--- src/rtl/fsk_tone_analyzer.sv ---
`default_nettype none
// ============================================================================
// Module   : fsk_tone_analyzer
// Purpose  : Measures FSK half-period run lengths on a single-bit input,
//            classifies each run against up to four tone bins (+/- DEVIATION %)
//            and accumulates matched run lengths over a fixed window of
//            enabled cycles. At the end of each window, the per-tone totals
//            are snapshotted to the outputs together with a dominant tone index.
// Ports    : clock         - rising-edge clock
//            reset         - asynchronous active-high reset
//            enable        - 1 = measure, 0 = freeze (arming is lost)
//            sample_data   - asynchronous FSK input
//            tone_count    - per-tone tick totals of the last window,
//                            tone i at [i*COUNTER_WIDTH +: COUNTER_WIDTH]
//            result_valid  - one-cycle pulse when a new snapshot appears
//            dominant_tone - index of the largest snapshot (ties -> lowest)
//            tone_detected - any snapshot nonzero
//            overflow      - an accumulator saturated in the last window
// Revision : 1.0 - initial release
// ============================================================================
module fsk_tone_analyzer #(
    parameter int CLOCK_FREQUENCY = 50000000,
    parameter int NUM_TONES       = 2,
    parameter int FREQUENCY0      = 9000,
    parameter int FREQUENCY1      = 11000,
    parameter int FREQUENCY2      = 13000,
    parameter int FREQUENCY3      = 15000,
    parameter int DEVIATION       = 10,
    parameter int WINDOW_TICKS    = 50000,
    parameter int COUNTER_WIDTH   = 32
) (
    input  logic                               clock,
    input  logic                               reset,
    input  logic                               enable,
    input  logic                               sample_data,
    output logic [NUM_TONES*COUNTER_WIDTH-1:0] tone_count,
    output logic                               result_valid,
    output logic [1:0]                         dominant_tone,
    output logic                               tone_detected,
    output logic                               overflow
);

    localparam int c_win_w = (WINDOW_TICKS > 2) ? $clog2(WINDOW_TICKS) : 1;
    localparam logic [c_win_w-1:0]       c_win_last = c_win_w'(WINDOW_TICKS - 1);
    localparam logic [COUNTER_WIDTH-1:0] c_cnt_max  = '1;

    function automatic int f_freq(input int idx);
        case (idx)
            1:       return FREQUENCY1;
            2:       return FREQUENCY2;
            3:       return FREQUENCY3;
            default: return FREQUENCY0;
        endcase
    endfunction

    logic                     r_sync1;
    logic                     r_sync2;
    logic                     r_prev;
    logic                     r_armed;
    logic [COUNTER_WIDTH-1:0] r_run_len;
    logic [c_win_w-1:0]       r_win;
    logic [COUNTER_WIDTH-1:0] r_acc  [NUM_TONES];
    logic [COUNTER_WIDTH-1:0] r_snap [NUM_TONES];
    logic                     r_ovf;
    logic                     r_ovf_out;
    logic                     r_valid;

    logic                     w_edge;
    logic                     w_classify;
    logic                     w_term;
    logic                     w_add_ovf;
    logic [63:0]              w_run_wide;
    logic [NUM_TONES-1:0]     w_match;
    logic [NUM_TONES-1:0]     w_hit;
    logic [NUM_TONES-1:0]     w_sat;
    logic [COUNTER_WIDTH:0]   w_sum [NUM_TONES];
    logic                     w_taken;
    logic [1:0]               w_best_idx;
    logic [COUNTER_WIDTH-1:0] w_best_val;
    logic                     w_any;

    // r_prev trails the synchronized sample so an edge is a one-cycle change.
    assign w_edge     = r_sync2 ^ r_prev;
    assign w_classify = enable & w_edge & r_armed;
    assign w_term     = enable & (r_win == c_win_last);
    assign w_run_wide = 64'(r_run_len);

    for (genvar gi = 0; gi < NUM_TONES; gi++) begin : g_tone
        localparam longint c_ticks = longint'(CLOCK_FREQUENCY) / (2 * longint'(f_freq(gi)));
        localparam longint c_dev   = c_ticks * longint'(DEVIATION) / 100;
        localparam logic [63:0] c_lo = 64'(c_ticks - c_dev);
        localparam logic [63:0] c_hi = 64'(c_ticks + c_dev);

        assign w_match[gi] = (w_run_wide >= c_lo) && (w_run_wide <= c_hi);
        assign tone_count[gi*COUNTER_WIDTH +: COUNTER_WIDTH] = r_snap[gi];
    end

    // Overlapping bins resolve to the lowest index; the sum keeps a carry bit
    // so saturation can be detected.
    always_comb begin
        w_hit   = '0;
        w_sat   = '0;
        w_taken = 1'b0;
        for (int i = 0; i < NUM_TONES; i++) begin
            w_sum[i] = {1'b0, r_acc[i]} + {1'b0, r_run_len};
            w_sat[i] = w_sum[i][COUNTER_WIDTH];
            if (w_match[i] && !w_taken) begin
                w_hit[i] = 1'b1;
                w_taken  = 1'b1;
            end
        end
    end

    assign w_add_ovf = w_classify & (|(w_hit & w_sat));

    always_ff @(posedge clock or posedge reset) begin
        if (reset) begin
            r_sync1   <= 1'b0;
            r_sync2   <= 1'b0;
            r_prev    <= 1'b0;
            r_armed   <= 1'b0;
            r_run_len <= '0;
            r_win     <= '0;
            r_ovf     <= 1'b0;
            r_ovf_out <= 1'b0;
            r_valid   <= 1'b0;
            for (int i = 0; i < NUM_TONES; i++) begin
                r_acc[i]  <= '0;
                r_snap[i] <= '0;
            end
        end else begin
            r_sync1 <= sample_data;
            r_sync2 <= r_sync1;
            r_prev  <= r_sync2;
            r_valid <= 1'b0;
            if (!enable) begin
                r_armed <= 1'b0;
            end else begin
                if (w_edge) begin
                    r_run_len <= COUNTER_WIDTH'(1);
                    r_armed   <= 1'b1;
                end else if (r_run_len != c_cnt_max) begin
                    r_run_len <= r_run_len + 1'b1;
                end

                r_win <= w_term ? '0 : r_win + 1'b1;

                // On the terminal cycle the old total goes out and any edge
                // seen in that same cycle seeds the next window.
                for (int i = 0; i < NUM_TONES; i++) begin
                    if (w_term) begin
                        r_snap[i] <= r_acc[i];
                        r_acc[i]  <= (w_classify && w_hit[i]) ? r_run_len : '0;
                    end else if (w_classify && w_hit[i]) begin
                        r_acc[i]  <= w_sat[i] ? c_cnt_max : w_sum[i][COUNTER_WIDTH-1:0];
                    end
                end

                if (w_term) begin
                    r_ovf_out <= r_ovf;
                    r_ovf     <= 1'b0;
                    r_valid   <= 1'b1;
                end else if (w_add_ovf) begin
                    r_ovf     <= 1'b1;
                end
            end
        end
    end

    always_comb begin
        w_best_idx = '0;
        w_best_val = r_snap[0];
        w_any      = 1'b0;
        for (int i = 1; i < NUM_TONES; i++) begin
            if (r_snap[i] > w_best_val) begin
                w_best_val = r_snap[i];
                w_best_idx = 2'(i);
            end
        end
        for (int i = 0; i < NUM_TONES; i++) begin
            if (r_snap[i] != '0) begin
                w_any = 1'b1;
            end
        end
    end

    assign dominant_tone = w_best_idx;
    assign tone_detected = w_any;
    assign overflow      = r_ovf_out;
    assign result_valid  = r_valid;

endmodule
`default_nettype wire

--- config.mk ---
export PLATFORM = sky130hd
export DESIGN_NAME = fsk_tone_analyzer
export DESIGN_NICKNAME = d
export VERILOG_FILES = /design/src/rtl/fsk_tone_analyzer.sv
export SDC_FILE = /design/constraint.sdc
export NUM_CORES = 1
export LEC_CHECK = 0
export BUFFER_PORTS_ARGS = -buffer_cell sky130_fd_sc_hd__buf_2
export CORE_ASPECT_RATIO = 2
export CORE_MARGIN = 4
export CORE_UTILIZATION = 35
export DETAILED_ROUTE_END_ITERATION = 6
export GPL_TIMING_DRIVEN = 0
export PLACE_DENSITY = 0.49
export SETUP_SLACK_MARGIN = 0.05
export SLEW_MARGIN = 20
export SYNTH_ARGS = -nofsm -noshare
export SYNTH_HDL_FRONTEND = slang
export SYNTH_SLANG_ARGS = --single-unit
--- constraint.sdc ---
create_clock -name clock -period 7.2 [get_ports clock]
set_input_delay 1.44 -clock clock [delete_from_list [all_inputs] [get_ports clock]]
set_output_delay 1.44 -clock clock [all_outputs]
set_load 0.01 [all_outputs]
# [Word level (Yosys, flattened, before mapping)]
# Cells that the tools add are included.
[totals] register_bits=183 in_bits=4 out_inout_bits=69
[classes] n_addsub=4 magnitude_cmp=5 n_eq_ne=3 n_mux=22 n_bitwise=6 n_reduce_logical=18
[op_table] cell="32-bit two-way mux" n=10
[op_table] cell="32-bit by 32-bit adder with 33-bit output" n=2
[op_table] cell="32-bit by 12-bit less-or-equal comparator with 1-bit output (second input constant)" n=2
[op_table] cell="32-bit nonzero test" n=2
[op_table] cell="32-bit by 1-bit adder with 32-bit output (second input constant)" n=1
[op_table] cell="32-bit by 11-bit >= comparator with 1-bit output (second input constant)" n=1
[op_table] cell="32-bit by 12-bit >= comparator with 1-bit output (second input constant)" n=1
[op_table] cell="32-bit greater-than comparator" n=1
[op_table] cell="32-bit != test (second input constant)" n=1
[op_table] cell="16-bit by 1-bit adder with 16-bit output (second input constant)" n=1
[op_table] cell="16-bit equality test (second input constant)" n=1
[op_table] cell="16-bit two-way mux" n=1
[op_table] cell="1-bit two-way mux" n=11
[op_table] cell="2-bit AND reduction" n=5
[op_table] cell="2-bit nonzero test" n=4
[op_table] cell="1-bit logical AND" n=5
[op_table] cell="1-bit AND" n=4
[op_table] cell="2-bit AND" n=1
[op_table] cell="2-bit by 1-bit != test with 1-bit output (second input constant)" n=1
[op_table] cell="2-bit OR reduction" n=1
[op_table] cell="1-bit zero test" n=1
[op_table] cell="1-bit bitwise XOR" n=1

# [Logic depth before layout (Yosys ltp)]
# Gate-level depths: netlist of the first run.
[depth] depth_word=11 depth_mapped=12 mapped_depth_nobuf=11

# [Worst setup path after synthesis of the first run]
# No wires, ideal clock.
[synth_path] kind="reg2out" from="register r_snap, in the netlist tone_count[1]" to="output port dominant_tone[0]" arrival_time_ns=2.147 path_slack_ns=3.613 stages_incl_launch_ff=12 cell_sequence="dfrtp_1 > inv_1 > ha_1 > nor2b_1 > o21a_1 > o21a_1 > o21a_1 > o21a_1 > o21ai_0 > a21oi_1 > a2111oi_0 > a31oi_1"
[synth_between] elab_chain_cells=2
[synth_lines] element="start: declaration" line_no="63" rtl="logic [COUNTER_WIDTH-1:0] r_snap [NUM_TONES];"
[synth_lines] element="start signal: indexed assignment" line_no="152" rtl="r_snap[i] <= r_acc[i];"
[synth_lines] element="32-bit greater-than comparator" line_no="175" rtl="if (r_snap[i] > w_best_val) begin"
[synth_lines] element="1-bit two-way mux" line_no="175"
[synth_lines] element="end: declaration" line_no="38" rtl="output logic [1:0] dominant_tone,"
# Every way passes these cells.

# [Worst setup path after layout of the first run]
# Same ends and word-level chain as after synthesis.

==> flow_summary.ini, run 1 <==
[run_status]
status = complete, no violations

[pwr]
power_density_nw_per_um2 = 252.4
p_int_w = 0.002175
power_frac_clock_pct = 28.8
vdd_ir_drop_max_mv = 0.1850
power.switching_w = 0.001257
pwr-share-comb_pct = 29.6
switching_share_pct = 36.64
fin_total_pwr_w = 0.003432
seqPwrFrac_pct = 41.6
leakagePower_nw = 6.452

[cts]
ctsResizeCount = 0
insertion_delay_ns = 0.47
cts_buffers = 17
cts_max_path_buffers = 2
cts_root_buffer = clkbuf_16
h-tree-depth = 4
tritoncts = yes
numClockSinks = 183
post-cts-setup-buffer-count = 0
cts-hold-fix-buffers = 0
clk_pin_slew_worst_paths_ns = 0.07

[logic_synthesis]
synth_compound_area_share_pct = 20.35
ys_warn_count = 0
synth_nets = 1440
synth_edf_count = 0
synth.area.mux_share_pct = 3.255
ys_seq_area_share_pct = 38.06
synth.cell_area_sq_um = 12030
synth_top_family_by_area = compound AO/OA/AOI/OAI gates
synth_cell_types = 80
synth_fa_ha_area_share_pct = 10.83
synth_cells = 1333
async_flop_share_pct = 100.0
synth-simple-area-share_pct = 17.51
ys_seq_elements = 183
synthXorXnorAreaFrac_pct = 6.478
syn_avg_cell_area_sq_um = 9.027
synth-main-ff-cell = dfrtp_1

[setup_path]
reg2reg_depth = 11
critPathLaunchType = flip-flop
critPathArrivalTime_ns = 4.16
cp_common_cell = o21a_1
r2r-start = r_run_len[0]
crit_start = tone_count[1]
slowest_stage = a2111oi_2
worst_setup_path_end_kind = output pin
crit_required_ns = 5.76
path_class = reg -> out
crit_fanout = 3
crit_chain = inv_1, ha_1, nor2b_1, o21a_1, o21a_1, o21a_1, o21a_1, o21ai_0, a21oi_1, a2111oi_2, a31oi_1, buf_2
critPathMaxStageDelay_ns = 0.85

[finish]
fillCellCount = 3487
register_area_sq_um = 4579
drive_above_1_share_pct = 12.12
syn_to_final_growth_pct = 13.01
antenna_cells = 0
multiInputGateArea_sq_um = 7047
final_util_pct = 40.28
nets = 1531

[timing]
period_share_pct = 77.76
worst_pin_slew_ns = 0.8867
rsz0062_at_grt = false
fin_worst_skew_ns = 0.01101
holdWs_ns = 0.3487
fin_crit_ns = 5.598
slew_viol_final = 0
max_freq_mhz = 178.6
setup_violations = 0
hold_viol = 0
maxSlewHeadroom_pct = 40.34

[routing]
routedWlPerCell_microns = 22.97
drtIter0Drc = 590
drt_wl_total_microns = 43000
drc_errors = 0
drtAntennaViolNets = 0
vias = 10685
vias_per_cell = 5.708
firstDrtPassIters = 5

[min_path]
hold_start = r_sync1
hold_depth = 0
hp-class = reg -> reg

[global_routing]
antenna_found_initial = 0
grt_max_degree = 78
grt_pass1_wl_microns = 65200
grt_use_total_pct = 22.85
grt_pass1_vias = 10994
grt_overflow_total = 0

[die]
die_h_microns = 270.2
ios = 73
design.die.area_sq_um = 37590
die_w_microns = 139.1
core_sq_um = 33760
row_count = 95
start_util_pct = 35.64

[flow_run]
maxCapViolations = 0

[placement]
gp_congestion = 0.9093
io_buffers = 70
place_hpwl_microns = 34280
## cells in the mapped netlist, types with 33 or more instances
| library cell | n | area share [%] |
|---|---|---|
| dfrtp_1 | 183 | 38 |
| a21o_1 | 42 | 2.6 |
| o21ai_0 | 146 | 6.1 |
| nand3_1 | 47 | 2.0 |
| a21oi_1 | 110 | 4.6 |
| ha_1 | 101 | 11 |
| xor2_1 | 49 | 3.6 |
| nand2_1 | 121 | 3.8 |
| inv_1 | 52 | 1.6 |
| mux2_2 | 33 | 3.1 |
| clkbuf_1 | 34 | 1.1 |
| xnor2_1 | 40 | 2.9 |
| nor2_1 | 91 | 2.8 |
## per-layer routing
metal	part of all wire [%]	vias to the layer above	global-route usage [%]
met4	6.8	0	14.54
met3	3.0	95	2.569
met2	54	253	43.11
li1	-	5051	-
met5	0	-	0
met1	36	5286	23.53
## cells in the final DEF (no fill, tap or decap), types with 3 or more instances in the layout
| cell | n |
|---|---|
| dfrtp_1 | 183 |
| o21ai_0 | 146 |
| nand2_1 | 121 |
| a21oi_1 | 110 |
| ha_1 | 101 |
| nor2_1 | 91 |
| buf_2 | 78 |
| inv_1 | 51 |
| xor2_1 | 49 |
| nand3_1 | 47 |
| a21o_1 | 42 |
| xnor2_1 | 40 |
| clkbuf_1 | 34 |
| mux2_2 | 33 |
| nor4_1 | 26 |
| nand4_1 | 25 |
| a31oi_1 | 21 |
| clkbuf_16 | 17 |
| or3_1 | 14 |
| and3_1 | 13 |
| nand2b_1 | 11 |
| o211ai_1 | 11 |
| and2_1 | 10 |
| nor3_1 | 10 |
| o31ai_1 | 10 |
| nor2b_1 | 9 |
| o21a_1 | 9 |
| o21bai_1 | 9 |
| buf_1 | 6 |
| and4_1 | 5 |
| nand3b_1 | 5 |
| or4_1 | 5 |
| a211oi_1 | 5 |
| inv_6 | 4 |
| a211o_1 | 3 |
| clkinv_4 | 3 |
## per-stage QoR
| stage | setup TNS [ns] | setup WS (ns) | area, sq um | cells |
|---|---|---|---|---|
| final | 0 | 1.602 | 13600 | 1872 |
| after global routing | 0 | 1.629 | 13600 | 1872 |
| after CTS | 0 | 1.590 | 13600 | 1872 |
| after detailed placement | 0 | 2.105 | 13000 | 1841 |
| after global placement | -307.60 | -1.712 | 12930 | 1839 |
| after floorplan | 0 | 0.7880 | 12030 | 1333 |
## critical path, delay by kind of cell (launching register included)
family                     cells  cell delay, ns
AOI/OAI and AO/OA              8            2.35
adders and majority gates      1            0.35
buffers and inverters          2            0.30
DFF                            1            0.52
and+or+nand+nor                1            0.15
## flip-flops by register name, indices dropped and copies added (netlist names), 16 cells and up
name and flops:
r_acc 64, tone_count 64, r_run_len 32, r_win 16
## kinds of logic after synthesis
group	count (synthesis)
simple gates	416
compound gates	402
flops	183
buf+inv	104
fa+ha+maj	103
xor+xnor	89
mux	35
other cells	1
## worst paths after layout
check                                   endpoint  slack (ns)
worst max-delay path            dominant_tone[0]        1.60
worst min-delay path                     r_sync2        0.35
worst max register to register          r_acc[7]        2.74
worst min register to register           r_sync2        0.35
max in group asynchronous         tone_count[56]        5.21
min in group asynchronous          tone_count[8]        0.93
## power by group through the flow
stage	logic [W]	registers [W]	clock network [W]
after floorplan	0.000819	0.00136	0
after global placement	0.000987	0.00144	0
after detailed placement	0.00101	0.00144	0
after CTS	0.00102	0.00143	0.00101
after global routing	0.00116	0.00145	0.00105
final	0.00102	0.00143	0.000988
## cell type report
cell class / count / area share (%)
multi-input cells: 1046 / 51.82
flip-flops and latches: 183 / 33.68
well taps: 436 / 4.012
clock buffers: 19 / 3.331
repair buffers: 72 / 2.981
plain buffers: 51 / 1.619
inverters: 53 / 1.518
clock inverters: 12 / 1.040
Note: power is estimated with default switching activity, not from simulation.
==> inputs of run 2 (changes only) <==
- ABC_AREA: not set -> 1
- PLACE_DENSITY: 0.49 -> 0.48
- clock period: 7.2 -> 5.2 ns (I/O delays scaled with it)
==> flow_summary.ini, run 2 <==
[run_status]
status = complete, no violations

[setup_path]
path_class = reg -> out
critPathLaunchType = flip-flop
critPathArrivalTime_ns = 2.84
crit_fanout = 4
slowest_stage = nor4b_1
r2r_slack_ns = 1.83
path_buf_inv = 2
cp_top_family = simple AND/OR/NAND/NOR gates
critPathMaxStageDelay_ns = 0.55
cp_common_cell = nand2_1
worst_setup_path_end_kind = output pin
crit_required_ns = 4.16
crit_chain = ha_1, nand2_1, inv_1, nand3_1, nor3_1, nand2_1, nor4b_1, a21oi_1, buf_2

[timing]
holdWs_ns = 0.3554
setup_violations = 0
fin_worst_skew_ns = 0.01486
rsz0062_at_grt = false
finalSetupTns_ns = 0
period_share_pct = 74.59
final.setup.worst_slack_ns = 1.321
worst_pin_slew_ns = 0.8973
max_freq_mhz = 257.8
hold_viol = 0
maxSlewHeadroom_pct = 39.63
slew_viol_final = 0
fin_crit_ns = 3.879

[finish]
drive_above_1_share_pct = 8.934
fillCellCount = 4849
final_cell_mix = nand2_1, inv_1, nand3_1, nor2_1, dfrtp_1
fin_cells = 3102
final_common_cell = nand2_1
multiInputGateArea_sq_um = 9016
antenna_cells = 0
nets = 2646
final_cell_area_sq_um = 17180
register_area_sq_um = 4579
syn_to_final_growth_pct = 11.37

[cts]
cts-hold-fix-buffers = 0
post-cts-setup-buffer-count = 0
cts_root_buffer = clkbuf_16
ctsResizeCount = 0
clk_pin_slew_worst_paths_ns = 0.08
numClockSinks = 183
tritoncts = yes
cts_buffers = 17
h-tree-depth = 4
insertion_delay_ns = 0.46
cts_max_path_buffers = 2

[logic_synthesis]
synth_cells = 2443
synth_top_area_cell = dfrtp_1
synth_nets = 2550
yosysMostFrequentCell = nand2_1
syn_avg_cell_area_sq_um = 6.316
synth_cell_types = 45
yosysTopAreaCellShare_pct = 29.68
synth.cell_area_sq_um = 15430
async_flop_share_pct = 100.0
ys_warn_count = 0
synth-main-ff-cell = dfrtp_1
synth_edf_count = 0
ys_seq_elements = 183
ys_seq_area_share_pct = 29.68
netlist_top_cells_area = dfrtp_1, nand2_1, inv_1, ha_1, nand3_1
ys_top_cells_by_count = nand2_1, inv_1, nand3_1, dfrtp_1, nor2_1

[routing]
drtAntennaViolNets = 0
firstDrtPassIters = 5
drt_wl_total_microns = 64150
routedWlPerCell_microns = 20.68
vias_per_cell = 5.104
vias = 15834
drtIter0Drc = 1116
drc_errors = 0

[placement]
gp_congestion = 0.9546
dpl_cell_area_sq_um = 16600
io_buffers = 71
pre_cts_ws_ns = 1.867
dp.cells = 3070
place_hpwl_microns = 53010

[pwr]
power_density_nw_per_um2 = 208.9
vdd_ir_drop_max_mv = 0.2268
leakagePower_nw = 9.688

[die]
design.die.area_sq_um = 47710
ios = 73
start_util_pct = 35.46
core_sq_um = 43510
row_count = 108
die_w_microns = 156.5
die_h_microns = 304.9

[min_path]
hp-class = reg -> reg

[global_routing]
grt_pass1_wl_microns = 95140
grt_use_total_pct = 26.91
antenna_found_initial = 1
grt_max_degree = 33
grt_pass1_vias = 15431
grt_overflow_total = 0

[flow_run]
maxCapViolations = 0
==> run 2: area by class of cell <==
type	count	area share (%)
clock inverter	12	0.8155
tap	550	4.005
multi-input combinational	1808	52.47
inverter	397	8.723
sequential	183	26.65
timing repair buffer	77	2.767
buffer	55	1.973
clock buffer	20	2.599
==> run 2: final timing paths <==
path | start | end | cells after the start
worst max-delay path | tone_count[63] | dominant_tone[0] | 9
worst min-delay path | r_sync1 | r_sync2 | 0
worst max register to register | r_run_len[0] | r_acc[24] | 13
worst min register to register | r_sync1 | r_sync2 | 0
max in group asynchronous | reset | tone_count[39] | 5
min in group asynchronous | reset | r_acc[61] | 2
==> run 2: report_power, final <==
part           total (W)  internal [W]  leakage, nW  switching [W]
clock            0.00138      0.000730        0.278       0.000646
combinational   0.000588      0.000216         7.02       0.000372
sequential       0.00163       0.00151         2.39       0.000114
==> run 2: layer usage <==
layer / vias to the layer above / global-route usage [%] / routed length [microns]
met5: - / 0 / 0
met4: 0 / 14.34 / 4234
met3: 153 / 2.726 / 2130
met2: 426 / 49.72 / 33670
met1: 7366 / 29.58 / 24120
li1: 7889 / - / -
==> run 2: cells by family (layout without fill, tap and decap cells) <==
logic type / after synthesis / count (layout) / share of synthesized area (%)
adder cells (fa/ha/maj): 103 / 103 / 8.450
AND/OR/NAND/NOR: 1465 / 1465 / 40.71
other: 1 / 1 / 0.02430
AO/OA/AOI/OAI: 187 / 187 / 6.301
flip-flops: 183 / 183 / 29.68
XOR/XNOR: 52 / 52 / 2.952
buffers and inverters: 452 / 561 / 11.89
==> run 2: through the flow <==
step	total power, W	util (%)
2_1_floorplan	0.002030	-
3_3_place_gp	0.002225	37.87
3_5_place_dp	0.002244	38.14
4_1_cts	0.003633	39.49
5_1_grt	0.003766	39.49
6_report	0.003589	39.49
